`config.mk`:
```
export PLATFORM = sky130hd
export DESIGN_NAME = uart_frame_parser
export DESIGN_NICKNAME = d
export VERILOG_FILES = /design/src/rtl/uart_frame_pkg.sv /design/src/rtl/frame_payload_buf.sv /design/src/rtl/uart_frame_parser.sv
export SDC_FILE = /design/constraint.sdc
export NUM_CORES = 1
export LEC_CHECK = 0
export CAP_MARGIN = 20
export CORE_ASPECT_RATIO = 0.8
export CORE_UTILIZATION = 54
export DETAILED_ROUTE_END_ITERATION = 7
export PLACE_DENSITY = 0.81
export SLEW_MARGIN = 40
export SYNTH_ARGS = -nofsm -noshare
export SYNTH_HDL_FRONTEND = slang
export SYNTH_SLANG_ARGS = --single-unit
export TNS_END_PERCENT = 20
```
`constraint.sdc`:
```
create_clock -name clk -period 2.3 [get_ports clk]
set_input_delay 0.46 -clock clk [delete_from_list [all_inputs] [get_ports clk]]
set_output_delay 0.46 -clock clk [all_outputs]
set_load 0.01 [all_outputs]
```
`src/rtl/uart_frame_pkg.sv`:
```
// Shared constants and state encoding for the UART command-frame parser.
package uart_frame_pkg;

    localparam logic [7:0] SOF0 = 8'h55;
    localparam logic [7:0] SOF1 = 8'hAA;

    localparam int DEF_MAX_LEN     = 16;
    localparam int DEF_TIMEOUT_CYC = 50000;

    typedef enum logic [2:0] {
        ST_IDLE,
        ST_SOF1,
        ST_CMD,
        ST_LEN,
        ST_PAYLOAD,
        ST_CSUM
    } state_t;

endpackage

```
`src/rtl/frame_payload_buf.sv`:
```
// Payload RAM: one write port, registered read port with a 1-cycle latency.
module frame_payload_buf #(
    parameter int DEPTH = 16,
    parameter int AW    = $clog2(DEPTH)
) (
    input  logic          clk,
    input  logic          reset_n,
    input  logic          we,
    input  logic [AW-1:0] waddr,
    input  logic [7:0]    wdata,
    input  logic [AW-1:0] raddr,
    output logic [7:0]    rdata
);

    logic [7:0] mem [DEPTH];

    always_ff @(posedge clk) begin
        if (we) begin
            mem[waddr] <= wdata;
        end
    end

    always_ff @(posedge clk or negedge reset_n) begin
        if (!reset_n) begin
            rdata <= 8'h00;
        end else begin
            rdata <= mem[raddr];
        end
    end

endmodule

```
`src/rtl/uart_frame_parser.sv`:
```
// Frames 0x55 0xAA CMD LEN PAYLOAD[LEN] CSUM out of the UART byte stream.
//
// state      | meaning
// -----------+---------------------------------------------------
// ST_IDLE    | hunting for first sync byte 0x55
// ST_SOF1    | 0x55 seen, expecting 0xAA (repeated 0x55 tolerated)
// ST_CMD     | next byte is the command
// ST_LEN     | next byte is the payload length
// ST_PAYLOAD | collecting payload bytes into the buffer
// ST_CSUM    | next byte is the checksum
module uart_frame_parser
    import uart_frame_pkg::*;
#(
    parameter int MAX_LEN     = DEF_MAX_LEN,
    parameter int TIMEOUT_CYC = DEF_TIMEOUT_CYC
) (
    input  logic                         clk,
    input  logic                         reset_n,
    input  logic [7:0]                   data_byte,
    input  logic                         rx_done,
    input  logic [$clog2(MAX_LEN)-1:0]   rd_addr,
    output logic [7:0]                   rd_data,
    output logic [7:0]                   cmd,
    output logic [$clog2(MAX_LEN+1)-1:0] len,
    output logic                         frame_valid,
    output logic                         frame_err,
    output logic                         busy
);

    localparam int AW = $clog2(MAX_LEN);
    localparam int LW = $clog2(MAX_LEN + 1);
    localparam int CW = $clog2(TIMEOUT_CYC);

    state_t          state;
    state_t          state_nxt;
    logic [7:0]      cmd_sh;
    logic [LW-1:0]   len_sh;
    logic [7:0]      sum;
    logic [AW-1:0]   idx;
    logic [CW-1:0]   tmo_cnt;

    logic            timeout;
    logic            len_too_long;
    logic            last_byte;
    logic            csum_ok;
    logic            fv_nxt;
    logic            fe_nxt;
    logic            buf_we;

    // A byte arriving on the terminal cycle takes priority over the timeout.
    assign timeout      = (state != ST_IDLE) && (tmo_cnt == CW'(TIMEOUT_CYC - 1)) && !rx_done;
    assign len_too_long = data_byte > 8'(MAX_LEN);
    assign last_byte    = (LW'(idx) + LW'(1)) == len_sh;
    assign csum_ok      = data_byte == sum;
    assign busy         = state != ST_IDLE;

    always_ff @(posedge clk or negedge reset_n) begin
        if (!reset_n) begin
            state <= ST_IDLE;
        end else begin
            state <= state_nxt;
        end
    end

    always_comb begin
        state_nxt = state;
        if (rx_done) begin
            case (state)
                ST_IDLE: begin
                    if (data_byte == SOF0) state_nxt = ST_SOF1;
                end
                ST_SOF1: begin
                    if (data_byte == SOF1)      state_nxt = ST_CMD;
                    else if (data_byte != SOF0) state_nxt = ST_IDLE;
                end
                ST_CMD: state_nxt = ST_LEN;
                ST_LEN: begin
                    if (len_too_long)         state_nxt = ST_IDLE;
                    else if (data_byte == 0)  state_nxt = ST_CSUM;
                    else                      state_nxt = ST_PAYLOAD;
                end
                ST_PAYLOAD: begin
                    if (last_byte) state_nxt = ST_CSUM;
                end
                ST_CSUM: state_nxt = ST_IDLE;
                default: state_nxt = ST_IDLE;
            endcase
        end else if (timeout) begin
            state_nxt = ST_IDLE;
        end
    end

    always_comb begin
        fv_nxt = 1'b0;
        fe_nxt = 1'b0;
        buf_we = 1'b0;
        if (rx_done) begin
            case (state)
                ST_LEN:     fe_nxt = len_too_long;
                ST_PAYLOAD: buf_we = 1'b1;
                ST_CSUM: begin
                    fv_nxt = csum_ok;
                    fe_nxt = !csum_ok;
                end
                default: ;
            endcase
        end else if (timeout) begin
            fe_nxt = 1'b1;
        end
    end

    always_ff @(posedge clk or negedge reset_n) begin
        if (!reset_n) begin
            frame_valid <= 1'b0;
            frame_err   <= 1'b0;
            cmd         <= 8'h00;
            len         <= '0;
            cmd_sh      <= 8'h00;
            len_sh      <= '0;
            sum         <= 8'h00;
            idx         <= '0;
            tmo_cnt     <= '0;
        end else begin
            frame_valid <= fv_nxt;
            frame_err   <= fe_nxt;

            if (state == ST_IDLE || rx_done || timeout) begin
                tmo_cnt <= '0;
            end else begin
                tmo_cnt <= tmo_cnt + 1'b1;
            end

            if (rx_done) begin
                case (state)
                    ST_CMD: begin
                        cmd_sh <= data_byte;
                        sum    <= data_byte;
                    end
                    ST_LEN: begin
                        if (!len_too_long) begin
                            len_sh <= LW'(data_byte);
                            sum    <= sum + data_byte;
                            idx    <= '0;
                        end
                    end
                    ST_PAYLOAD: begin
                        sum <= sum + data_byte;
                        idx <= idx + 1'b1;
                    end
                    ST_CSUM: begin
                        if (csum_ok) begin
                            cmd <= cmd_sh;
                            len <= len_sh;
                        end
                    end
                    default: ;
                endcase
            end
        end
    end

    frame_payload_buf #(
        .DEPTH (MAX_LEN),
        .AW    (AW)
    ) u_buf (
        .clk     (clk),
        .reset_n (reset_n),
        .we      (buf_we),
        .waddr   (idx),
        .wdata   (data_byte),
        .raddr   (rd_addr),
        .rdata   (rd_data)
    );

endmodule
```
Yosys cells after proc, flatten, opt, wreduce, memory -nomap -nowiden
Memories as Yosys holds them, arrays and structs flattened. A register that Yosys moved wholly into a read port is not among the register bits.
Cells that the tools add are included.
{"block": "word_totals", "ff_bits": 59, "ram_bits": 128, "inputBits": 15, "output_inout_bits": 24, "word_cells": 74, "mem_count": 1}
{"memory": "u_buf.mem", "words": 16, "word_bits": 8, "rd": 1, "rd_clocked_by_memory_dff": 1, "write_ports": 1, "line": "frame_payload_buf.sv:15", "text": "logic [7:0] mem [DEPTH];"}
{"block": "classes", "n_addsub": 4, "order_cmp": 1, "n_eq_ne": 15, "muxes": 23, "n_bitwise": 1, "reduce_logical": 19}
{"op": "8-bit case mux with 3 select lines", "n": 1}
{"op": "3-bit two-way mux", "n": 7}
{"op": "16-bit by 1-bit adder with 16-bit output (second input constant)", "n": 1}
{"op": "16-bit == test (second input constant)", "n": 1}
{"op": "16-bit two-way mux", "n": 1}
{"op": "3-bit case mux with 5 select lines", "n": 1}
{"op": "3-bit AND reduction", "n": 4}
{"op": "1-bit two-way mux", "n": 9}
{"op": "8-bit adder", "n": 1}
{"op": "8-bit by 7-bit == test with 1-bit output (second input constant)", "n": 1}
{"op": "8-bit == test", "n": 1}
{"op": "8-bit == test (second input constant)", "n": 1}
{"op": "8-bit by 5-bit greater-than comparator with 1-bit output (second input constant)", "n": 1}
{"op": "8-bit zero test", "n": 1}
{"op": "8-bit two-way mux", "n": 1}
{"op": "8-bit by 7-bit inequality test with 1-bit output (second input constant)", "n": 1}
{"op": "4-bit case mux with 2 select lines", "n": 1}
{"op": "3-bit by 2-bit == test with 1-bit output (second input constant)", "n": 2}
{"op": "3-bit == test (second input constant)", "n": 2}
{"op": "3-bit inequality test (second input constant)", "n": 2}
{"op": "3-bit nonzero test", "n": 2}
{"op": "4-bit by 1-bit adder with 5-bit output (second input constant)", "n": 1}
{"op": "5-bit == test", "n": 1}
{"op": "4-bit by 1-bit adder with 4-bit output (second input constant)", "n": 1}
{"op": "13 further kinds", "n": 18}

Longest topological paths before layout
{"block": "depth", "depth_word": 5, "depth_mapped": 9, "ltp_nobuf": 9}

Hierarchy
A second synthesis with hierarchy kept.
{"block": "hier_totals", "cells_unflattened": 529, "area_unflattened_um2": 8361.8}
{"module": "frame_payload_buf", "instances": 1, "cells_each": 229, "area_per_inst_um2": 5187.5}
{"module": "uart_frame_parser", "instances": 1, "cells_each": 300, "area_per_inst_um2": 3174.3}

Worst setup path after synthesis
OpenSTA, ideal clock, no wires.
{"block": "synth_path", "path_type": "flip-flop to flip-flop", "start": "register state[0]", "end": "memory u_buf.mem[3][0] (enable)", "t_arrival_ns": 1.757, "required_time_ns": 1.905, "path_slack_ns": 0.148, "stages_incl_launch_ff": 5, "path_buffers": 1, "synth_period_minus_slack_ns": 2.152, "cell_sequence": "dfrtp_1 > buf_2 > nor3b_1 > nand2_1 > nor4_1"}
{"block": "synth_via", "elab_chain_cells": 5}
{"element": "from (decl)", "line": "uart_frame_parser.sv:34", "text": "state_t state;"}
{"element": "from (signal assigned)", "line": "uart_frame_parser.sv:61", "text": "state <= state_nxt;"}
{"element": "3-bit == test", "line": "uart_frame_parser.sv:98", "text": "case (state)"}
{"element": "1-bit two-way mux", "line": "uart_frame_parser.sv:98"}
{"element": "1-bit two-way mux", "line": "uart_frame_parser.sv:97", "text": "if (rx_done) begin"}
{"element": "1-bit two-way mux", "line": "frame_payload_buf.sv:18", "text": "if (we) begin"}
{"element": "1-bit two-way mux (implied by the code)", "line": "frame_payload_buf.sv:19", "text": "mem[waddr] <= wdata;"}
{"element": "to (decl)", "line": "frame_payload_buf.sv:15"}
No other way between the ends.

Worst setup path in the final report
{"block": "layout_path", "start": "input port data_byte[4]", "end": "register len[0]"}
{"block": "layout_via", "elab_chain_cells": 2}
{"element": "from (decl)", "line": "uart_frame_parser.sv:19", "text": "input logic [7:0] data_byte,"}
{"element": "8-bit == test", "line": "uart_frame_parser.sv:54", "text": "assign csum_ok = data_byte == sum;"}
{"element": "3-bit AND reduction (no line)"}
{"element": "to (signal assigned)", "line": "uart_frame_parser.sv:153", "text": "len <= len_sh;"}
{"element": "to (decl)", "line": "uart_frame_parser.sv:24", "text": "output logic [$clog2(MAX_LEN+1)-1:0] len,"}
No other way between the ends.
A chain may end at the register's enable or synchronous reset.

==> impl_results.md <==
* Post-CTS setup buffer count at 0
* Category of the worst setup path launch point: input port
* Switching Share at a little under a quarter
* Reg-to-reg setup timing slack at 150 ps
* Worst setup path category: input port to flip-flop
* Buffers from clock root to sink, at most at 2
* Maximum number of pins on one net before global-route repair at 33
* Clock tree from TritonCTS: done
* Power density over cell area at 751.3 mW/mm^2
* Violated checks: negative hold slack
* Combinational fraction of design power at a little over a tenth
* Post-synth top area share at 46.13%
* Detailed Routing Iterations Pass 1 at 4
* Adder and majority gate portion of the synthesized area at 2.162%
* Yosys warnings at 0
* Endpoints failing hold at 8
* Total of flip-flops plus latches after synthesis at 195
* Peak supply drop at about 0.64 mV
* Mux cell area share after synthesis at approximately 16%
* Cell types occupying the most area after synthesis: edfxtp_1 46%, dfrtp_1 20%, mux4_1 7.6%
* WHS at -6.129 ps
* Number of cells produced by synthesis at between 500 and 600
* H-tree depth at 4
* Number of design rule violations left after detail routing at 0
* Most frequent cells in the layout: 128 x edfxtp_1, 65 x dfrtp_1, 45 x buf_4
* Number of buffers inserted during clock tree synthesis at 17
* Register area share after synthesis at 66.25%
* Area share of xor/xnor cells in the synthesized design at ~2%
* PostCTS Resize Cnt at 4
* Routed via count divided by cell count at roughly 5.7
* Maximum fanout count along the critical path at 14
* Iteration-0 DRC Markers at just over 500
* Horizontal die dimension at 140.9 um
* Static power due to leakage at ~4 nW
* Overflow left after global routing at 0
* Wire length per cell after detailed routing at approximately 21 um
* Clk Tree Root Cell: clkbuf_16
* HPWL after DPL at ~12000 um
* Primary flip-flop cell chosen by synthesis mapping: edfxtp_1
* N_diodes at 0
* Final weighted congestion in routability-driven placement at between 0.9 and 1
* DIE HEIGHT at roughly 110 um
* Cell-internal power at 0.005752 W
* Synth Area in Compound Gates at ~3.8%
* Number of max-cap violations at 0
* Final setup margin at ~52 ps
* Synthesized area per cell at 16.44 um^2
* Number of nets with antenna violations after detailed routing at 0
* Tightest Pin Transition at ~510 ps
* Clock share of power at 38.3%
* Share of the clock period used by the worst path after layout at 97.76%
* Number of antenna violations at the first check in global routing at 1
* Largest family of logic cells by synthesized area: multiplexers
* Area of the core at around 0.015 mm^2
* Sequential cell fraction of total power at 51.1%
* Area share of and/or/nand/nor cells after synthesis at 7.763%
* Launching element of the worst setup path: data_byte[4]
* Min-delay worst type: input port to async pin
* Net switching power of the design at 0.001801 W
* Via count of the routed design at roughly 4700
* Cell type with the highest aggregate area in the netlist: edfxtp_1
* Net count after synthesis at ~540
* Async SR Flop Fraction at between 30% and 40%
* # clock sinks at approximately 200
* Result of the run: finished, violations left
* Global-route wire length before repair at around 28000 um
* Number of nets in the layout at 630
* Number of top-level design ports at 39
* Starting utilization of the core area at 55.32%
* Total global routing track utilization at 23.77%
* Most common cell after layout, fill and taps aside: edfxtp_1
* Pins over their slew limit at 0
* Post-synth design cell area at 0.008333 mm^2
* Cell Rows at 40
* Number of buffers added on ports at 38
* Clock-pin transition on the worst setup and hold timing paths at approximately 70 ps
* Slew Limit Headroom at 66.02%
* Vias in the first global route at between 4000 and 5000
* Full die area at 0.01594 mm^2
* Crit path time final at around 2200 ps
* Setup slack after placement at -581.6 ps
* Final-layout fill cell count at ~1000
* Number of synthesized flops with an enable pin at between 100 and 150
* Area growth from synthesis to layout at 20.65%
* Number of distinct library cell variants in the gate-level netlist after synthesis at 53
* Clock skew at roughly 14 ps
* Launch point of the worst reg-to-reg path: sum[4]$_DFFE_PN0P_
* Share of post-route cells with drive strength above 1 at 21.63%
* Critical Path End Type: flip-flop
* CP Data Required Time at roughly 2600 ps
* Data arrival time of the critical path at around 2600 ps
* Number of hold-repair buffers added at the cts stage at 0
* Timing-limited maximum frequency at about 440 MHz
* Final cell utilization of the core at ~67%
* Final Setup Violations at 0
* Latest clock arrival within the worst-skew pair at 430 ps
* Final wirelength at roughly 17000 um
-- kinds of logic after synthesis --
family,Yosys count
buf+inv,33
mux,69
compound gates,53
flops,195
xor+xnor,19
fa+ha+maj,14
simple gates,124
-- critical path, cell delays in order --
cell and delay (ps):
clkdlybuf4s50_1 440, ha_1 350, nor4_1 330, o211ai_1 210
nor3_4 250, buf_12 170, mux2_2 340
-- area by class of cell --
type | instances | area, um^2 | share of cell area [%]
Clock buffer | 18 | 439.2 | 4.368
Clock inverter | 14 | 143.9 | 1.431
Inverter | 13 | 48.80 | 0.4854
Multi-Input combinational cell | 279 | 2646 | 26.32
Sequential cell | 195 | 5523 | 54.93
Tap cell | 210 | 262.8 | 2.614
Timing Repair Buffer | 96 | 989.7 | 9.844
-- power by group through the flow --
stage	Combinational (W)	Clock (W)	Sequential, W
2_1_floorplan	0.000428	0	0.00393
3_3_place_gp	0.000755	0	0.00393
3_5_place_dp	0.000782	0	0.00393
4_1_cts	0.000788	0.00295	0.00386
5_1_grt	0.000870	0.00307	0.00387
6_report	0.000794	0.00290	0.00386
-- synthesized netlist by cell type (6+ instances only) --
library cell,instances
nor3_1,6
nand3_1,15
nand2_1,21
nor2_1,34
o21ai_0,13
nor4_1,7
buf_2,8
a21oi_1,15
inv_1,13
xnor2_1,11
edfxtp_1,128
mux4_2,16
mux2_1,9
and3_1,10
dfrtp_1,67
mux2_2,16
mux4_1,24
xor2_1,8
o21ai_1,6
and2_1,6
or3_1,6
ha_1,12
-- per-layer routing --
metal  part of all wire [%]  global-route usage (%)
met1                     42                   32.07
met2                     49                   38.67
met3                    7.7                   5.375
met4                    1.2                   8.116
met5                  0.069                       0
-- state kept, by name, summed over array words and instances (netlist names) --
signal	count
cmd	8
cmd_sh	8
frame_err	1
frame_valid	1
idx	4
len	5
len_sh	5
state	3
sum	8
tmo_cnt	16
u_buf.mem	128
u_buf.rdata	8
-- worst paths after layout --
check                                            to  cells past startpoint
max in group asynchronous        idx[1]$_DFFE_PN0P_                      2
setup / recovery                 len[0]$_DFFE_PN0P_                      7
min in group clk                 sum[5]$_DFFE_PN0P_                      2
setup reg to reg                 len[0]$_DFFE_PN0P_                      6
hold reg to reg                  sum[5]$_DFFE_PN0P_                      2
hold / removal             u_buf.rdata[5]$_DFF_PN0_                      1
-- per-stage QoR --
stage          cells  power [W]  setup TNS, ps  instance area, um^2
5_1_grt          825   0.007811         -88.48                10050
6_report         825   0.007553              0                10050
3_5_place_dp     793   0.004716         -15030                 9440
4_1_cts          825   0.007602              0                10030
2_1_floorplan    507   0.004353              0                 8333
3_3_place_gp     793   0.004686         -13310                 9438
(Power assumes the default switching activity.)
